## config.mk

```make
export PLATFORM = sky130hd
export DESIGN_NAME = imem_arbiter
export DESIGN_NICKNAME = d
export VERILOG_FILES = /design/src/rtl/imem_pkg.sv /design/src/rtl/rr_arb2.sv /design/src/rtl/imem_arbiter.sv
export SDC_FILE = /design/constraint.sdc
export NUM_CORES = 1
export LEC_CHECK = 0
export BUFFER_PORTS_ARGS = -buffer_cell sky130_fd_sc_hd__buf_2
export CORE_AREA = 2 2 88 90
export DETAILED_ROUTE_END_ITERATION = 10
export DIE_AREA = 0 0 90 92
export GPL_ROUTABILITY_DRIVEN = 1
export SLEW_MARGIN = 5
export SYNTH_ARGS = -nofsm -noshare
export SYNTH_HDL_FRONTEND = slang
export SYNTH_SLANG_ARGS = --single-unit
```

## constraint.sdc

```tcl
create_clock -name clk -period 2.5 [get_ports clk]
set_input_delay 0.25 -clock clk [delete_from_list [all_inputs] [get_ports clk]]
set_output_delay 0.25 -clock clk [all_outputs]
set_load 0.03 [all_outputs]
```

## src/rtl/imem_pkg.sv

```systemverilog
// rtl/imem_pkg.sv - shared types and constants for the instruction-memory arbiter
package imem_pkg;

  typedef enum logic {
    BOOT = 1'b0,
    RUN  = 1'b1
  } state_e;

  typedef enum logic {
    REQ_FETCH = 1'b0,
    REQ_LOAD  = 1'b1
  } req_id_e;

  // Returned on a rejected fetch so a core that ignores fetch_err executes a no-op
  localparam logic [31:0] NOP = 32'h0000_0013;

endpackage

```

## src/rtl/rr_arb2.sv

```systemverilog
// rtl/rr_arb2.sv - two-way round-robin arbiter, combinational grant, registered pointer
module rr_arb2
  import imem_pkg::*;
(
  input  logic       clk,
  input  logic       reset,
  input  logic [1:0] req_i,
  output logic [1:0] gnt_o
);

  req_id_e prio_q, prio_d;

  always_comb begin
    gnt_o  = 2'b00;
    prio_d = prio_q;
    if (req_i == 2'b11) begin
      gnt_o = (prio_q == REQ_FETCH) ? 2'b01 : 2'b10;
    end else begin
      gnt_o = req_i;
    end
    // The winner yields priority to the other requester
    if (gnt_o[0]) begin
      prio_d = REQ_LOAD;
    end else if (gnt_o[1]) begin
      prio_d = REQ_FETCH;
    end
  end

  always_ff @(posedge clk) begin
    if (reset) begin
      prio_q <= REQ_FETCH;
    end else begin
      prio_q <= prio_d;
    end
  end

endmodule

```

## src/rtl/imem_arbiter.sv

```systemverilog
// rtl/imem_arbiter.sv - arbitrates core fetch and boot loader onto a single-port instruction memory
module imem_arbiter
  import imem_pkg::*;
#(
  parameter int XLEN       = 32,
  parameter int ADDR_WIDTH = 8
) (
  input  logic                  clk,
  input  logic                  reset,
  input  logic                  fetch_req,
  input  logic [XLEN-1:0]       fetch_addr,
  output logic                  fetch_gnt,
  output logic                  fetch_rvalid,
  output logic [31:0]           fetch_rdata,
  output logic                  fetch_err,
  input  logic                  load_req,
  input  logic [XLEN-1:0]       load_addr,
  input  logic [31:0]           load_wdata,
  output logic                  load_gnt,
  input  logic                  load_done,
  output logic                  mem_en,
  output logic                  mem_we,
  output logic [ADDR_WIDTH-1:0] mem_addr,
  output logic [31:0]           mem_wdata,
  input  logic [31:0]           mem_rdata,
  output logic                  running,
  output logic [15:0]           conflict_cnt
);

  state_e      state_q, state_d;
  logic        fetch_act, load_act;
  logic [1:0]  gnt;
  logic        fetch_ok, load_ok;
  logic        rvalid_q, err_q;
  logic [15:0] cnt_q;

  function automatic logic addr_ok(input logic [XLEN-1:0] addr);
    return (addr[1:0] == 2'b00) && ((addr >> (ADDR_WIDTH + 2)) == '0);
  endfunction

  assign running   = (state_q == RUN);
  // Nothing is granted while reset is held so no access straddles it
  assign fetch_act = fetch_req && running && !reset;
  assign load_act  = load_req && !reset;
  assign fetch_ok  = addr_ok(fetch_addr);
  assign load_ok   = addr_ok(load_addr);

  rr_arb2 u_arb (
    .clk   (clk),
    .reset (reset),
    .req_i ({load_act, fetch_act}),
    .gnt_o (gnt)
  );

  assign fetch_gnt = gnt[0];
  assign load_gnt  = gnt[1];

  always_comb begin
    state_d = state_q;
    if (state_q == BOOT && load_done) begin
      state_d = RUN;
    end
  end

  always_ff @(posedge clk) begin
    if (reset) begin
      state_q <= BOOT;
    end else begin
      state_q <= state_d;
    end
  end

  always_comb begin
    mem_en    = 1'b0;
    mem_we    = 1'b0;
    mem_addr  = '0;
    mem_wdata = '0;
    if (load_gnt) begin
      mem_en    = load_ok;
      mem_we    = load_ok;
      mem_addr  = load_addr[ADDR_WIDTH+1:2];
      mem_wdata = load_wdata;
    end else if (fetch_gnt) begin
      mem_en    = fetch_ok;
      mem_addr  = fetch_addr[ADDR_WIDTH+1:2];
    end
  end

  always_ff @(posedge clk) begin
    if (reset) begin
      rvalid_q <= 1'b0;
      err_q    <= 1'b0;
      cnt_q    <= '0;
    end else begin
      rvalid_q <= fetch_gnt;
      err_q    <= fetch_gnt && !fetch_ok;
      if (fetch_act && load_act && cnt_q != 16'hFFFF) begin
        cnt_q <= cnt_q + 16'd1;
      end
    end
  end

  // A response due in a reset cycle belongs to a grant from before the reset
  assign fetch_rvalid = rvalid_q && !reset;
  assign fetch_err    = fetch_rvalid && err_q;
  assign fetch_rdata  = !fetch_rvalid ? 32'h0 : (err_q ? NOP : mem_rdata);
  assign conflict_cnt = cnt_q;

endmodule

```

==> results.txt <==
----------------------------------------------------
[Run status]
  Status ... finished, final reports clean

[Timing]
  Pins over their slew limit ... 0
  RSZ-0062 raised after global routing ... no
  Post-Route Setup TNS ... 0 ns
  Final setup violation count ... 0
  Period utilization ... 86.31%
  Post-Route Skew ... 0.005377 ns
  Transition at the pin with the smallest max-transition slack ... 0.7300 ns
  Minimum clock period after layout ... 2.158 ns
  Rel. slew slack ... 51.28%
  Peak Freq ... 463.4 MHz
  Number of hold-slack violations in the final timing report ... 0
  Minimum setup slack in the final design ... 0.3421 ns

[Clock tree]
  Root cell of the clock tree ... clkbuf_8
  Clock tree sinks ... 20
  Clock latency on the worst-skew pair ... 0.26 ns
  Clock tree from TritonCTS ... built
  CTS clk-pin slew, worst paths ... 0.07 ns
  Level count of the clock H-tree ... 1
  CTS Buf Count ... 3
  CTS max path bufs ... 2
  Count of cells resized by post-cts repair ... 0
  Post-CTS Setup Repair Bufs ... 0
  Number of buffers added to fix hold violations after cts ... 0

[Place]
  HPWL after detailed placement ... 7353 um
  Post-Place Setup Slack ... 0.1807 ns
  Area after DPL ... 0.002880 mm2
  Port bufs ... 227
  Final estimated routing congestion in global placement ... 0.8188
  Placed Instances ... 540

[Yosys]
  Biggest area contributors in the synthesized netlist ... dfxtp_1, and2_1, nor4_1
  Syn Nets ... 350
  Post-synth top area cell ... dfxtp_1
  Count leader, synth ... and2_1
  Post-synth EDFFs ... 0
  Number of distinct library cells after synthesis ... 39
  Cell count after synthesis ... 216
  Sequential cell area fraction in the yosys report ... 24.50%
  Most used DFF post-synth ... dfxtp_1
  Yosys warning total ... 0
  Post-Synthesis Mean Instance Area ... 7.565 um2
  Share of flip-flops with an asynchronous set or reset after synthesis ... 0%
  Flip-flop and latch count after synthesis ... 20
  Post-synth top area share ... 24.50%
  Top cells by instance count after synthesis ... and2_1, dfxtp_1, nor2_1, nor4_1
  Post-synth design cell area ... 0.001634 mm2

[Finish]
  Final cell area excluding filler cells ... 0.002938 mm2
  Number of diodes added for antenna fixing ... 0
  Area growth from synthesis to final layout ... 79.79%
  Cell Count, Final, Fillers Out ... 544
  Fraction of layout cells with a size suffix above 1 ... 56.11%
  Final #Nets ... 577

[GRT]
  GRT Resource Usage Total ... 19.17%
  Vias in the first global route ... 2384
  Wire length of the first global-routing pass ... 12630 um
  Number of antenna violations at the first check in global routing ... 1
  Aggregate global routing overflow ... 0
  Largest net degree at the start of global routing ... 30

[Floorplanning]
  FP Rows ... 32
  Width of the die ... 90 um
  Die area ... 0.008280 mm2
  Chip height ... 92 um
  IO Pins ... 228
  CORE AREA ... 0.007447 mm2
  Initial Utilization ... 21.94%

[Routing]
  Count of nets left with antenna violations after detail routing ... 0
  Total wire length after detailed routing ... 8400 um
  DRC violation count after routing ... 0
  Per-cell via count in the routed design ... 4.577
  Total iterations of the first detailed-routing run ... 4
  Via count ... 2490
  DRC violation total after the first TritonRoute iteration ... 77
  WL per Instance ... 15.44 um

[Setup path]
  CP Max Fanout ... 23
  Worst reg2reg path startpoint ... conflict_cnt[4]$_SDFFE_PP0P_
  Depth of the worst register-to-register path ... 4
  Category of the worst setup path capture point ... primary output
  Category of the most critical setup path ... reg -> out
  Flop-to-flop setup slack ... 0.46 ns
  Launching element type of the critical path ... register
  Data required, critical path ... 2.25 ns
  Arrival time at the worst endpoint ... 1.91 ns
  Worst r2r dst ... conflict_cnt[13]$_SDFFE_PP0P_

[Power]
  Cell leakage power ... 1.658 nW
  Pwr Density ... 296.5 mW/mm2
  Worst IR drop on VDD ... 0.1263 mV

[Worst hold path]
  Launch instance of the worst min-delay path ... load_done
  Class of the tightest hold or removal check ... in -> reg
  Worst-case hold path end point ... running$_SDFFE_PP0P_
  Cell depth of the worst min-delay path ... 3

[Run]
  Max Cap Viol ... 0

----------------------------------------------------
-- logic make-up after synthesis --
kind of cell	after synthesis	synth area share [%]
and+or+nand+nor	136	50.61
AOI/OAI and AO/OA	37	15.85
adders and majority gates	1	0.7656
DFF	20	24.50
muxes	4	2.603
buffers and inverters	18	5.666
-- layout by cell type (no fill, tap or decap), drive strengths merged --
cell type,count
buf,234
a21o,1
o31ai,5
dfxtp,20
and4b,1
nand3,6
a211oi,2
a22o,8
nand4b,1
nand3b,1
or2,1
nor3,3
nor4,15
ha,1
mux2,2
inv,6
or4,5
a21oi,9
nor2,14
and3,2
o311ai,3
nor3b,1
clkbuf,4
o211a,1
nand4,6
and4,3
or3,4
nor2b,2
o21ai,6
mux2i,2
nand2,9
and2,62
o41ai,2
-- routing by layer --
metal / wire length [um] / global-route usage [%] / up-vias
li1: - / - / 1236
met1: 3938 / 26.55 / 1087
met2: 3553 / 29.70 / 157
met3: 862 / 5.916 / 8
met4: 39 / 3.333 / 2
met5: 7 / 0 / -
-- layout make-up --
type                    instances  area [um2]
fillers                       826        4509
repair buffers                234        1189
multi-input cells             178        1144
flip-flops and latches         20       400.4
well taps                     102       127.6
clock buffers                   4       55.05
inverters                       6       22.52
-- power by group --
group / switching, mW / internal (mW) / total, mW
combinational: 0.167 / 0.128 / 0.295
clock: 0.109 / 0.140 / 0.250
sequential: 0.00436 / 0.322 / 0.326
total: 0.281 / 0.590 / 0.871
-- metrics by stage --
step | power (mW) | hold WS, ns | utilization (%)
final | 0.8709 | 0.2086 | 39.45
after detailed placement | 0.6303 | 0.4843 | 38.68
after CTS | 0.8821 | 0.2141 | 39.42
after floorplan | 0.4715 | 0.3479 | -
after global placement | 0.6277 | 0.4788 | 38.68
after global routing | 0.9137 | 0.2245 | 39.45
-- registers in the layout, summed over array words and instances (netlist names) --
name,cells
conflict_cnt,16
running,1
err_q,1
u_arb.prio_q,1
rvalid_q,1
-- critical path, stage by stage (launching register included) --
cell and delay [ns]:
dfxtp_1 0.41, nand2_1 0.13, o211a_1 0.44, buf_4 0.28, a22o_1 0.20, buf_2 0.18
-- how the worst max path moves through the flow --
| stage | from | to | slack [ns] | cells past startpoint |
|---|---|---|---|---|
| 4_1_cts | reset | fetch_rdata[15] | 0.18 | 6 |
| 3_3_place_gp | reset | fetch_rdata[14] | 0.30 | 6 |
| 6_report | running$_SDFFE_PP0P_ | mem_addr[6] | 0.34 | 5 |
| 5_1_grt | running$_SDFFE_PP0P_ | mem_en | 0.21 | 5 |
| 3_5_place_dp | reset | fetch_rdata[15] | 0.18 | 6 |
| 2_1_floorplan | running$_SDFFE_PP0P_ | mem_addr[0] | 0.36 | 4 |
(Power assumes the default switching activity.)
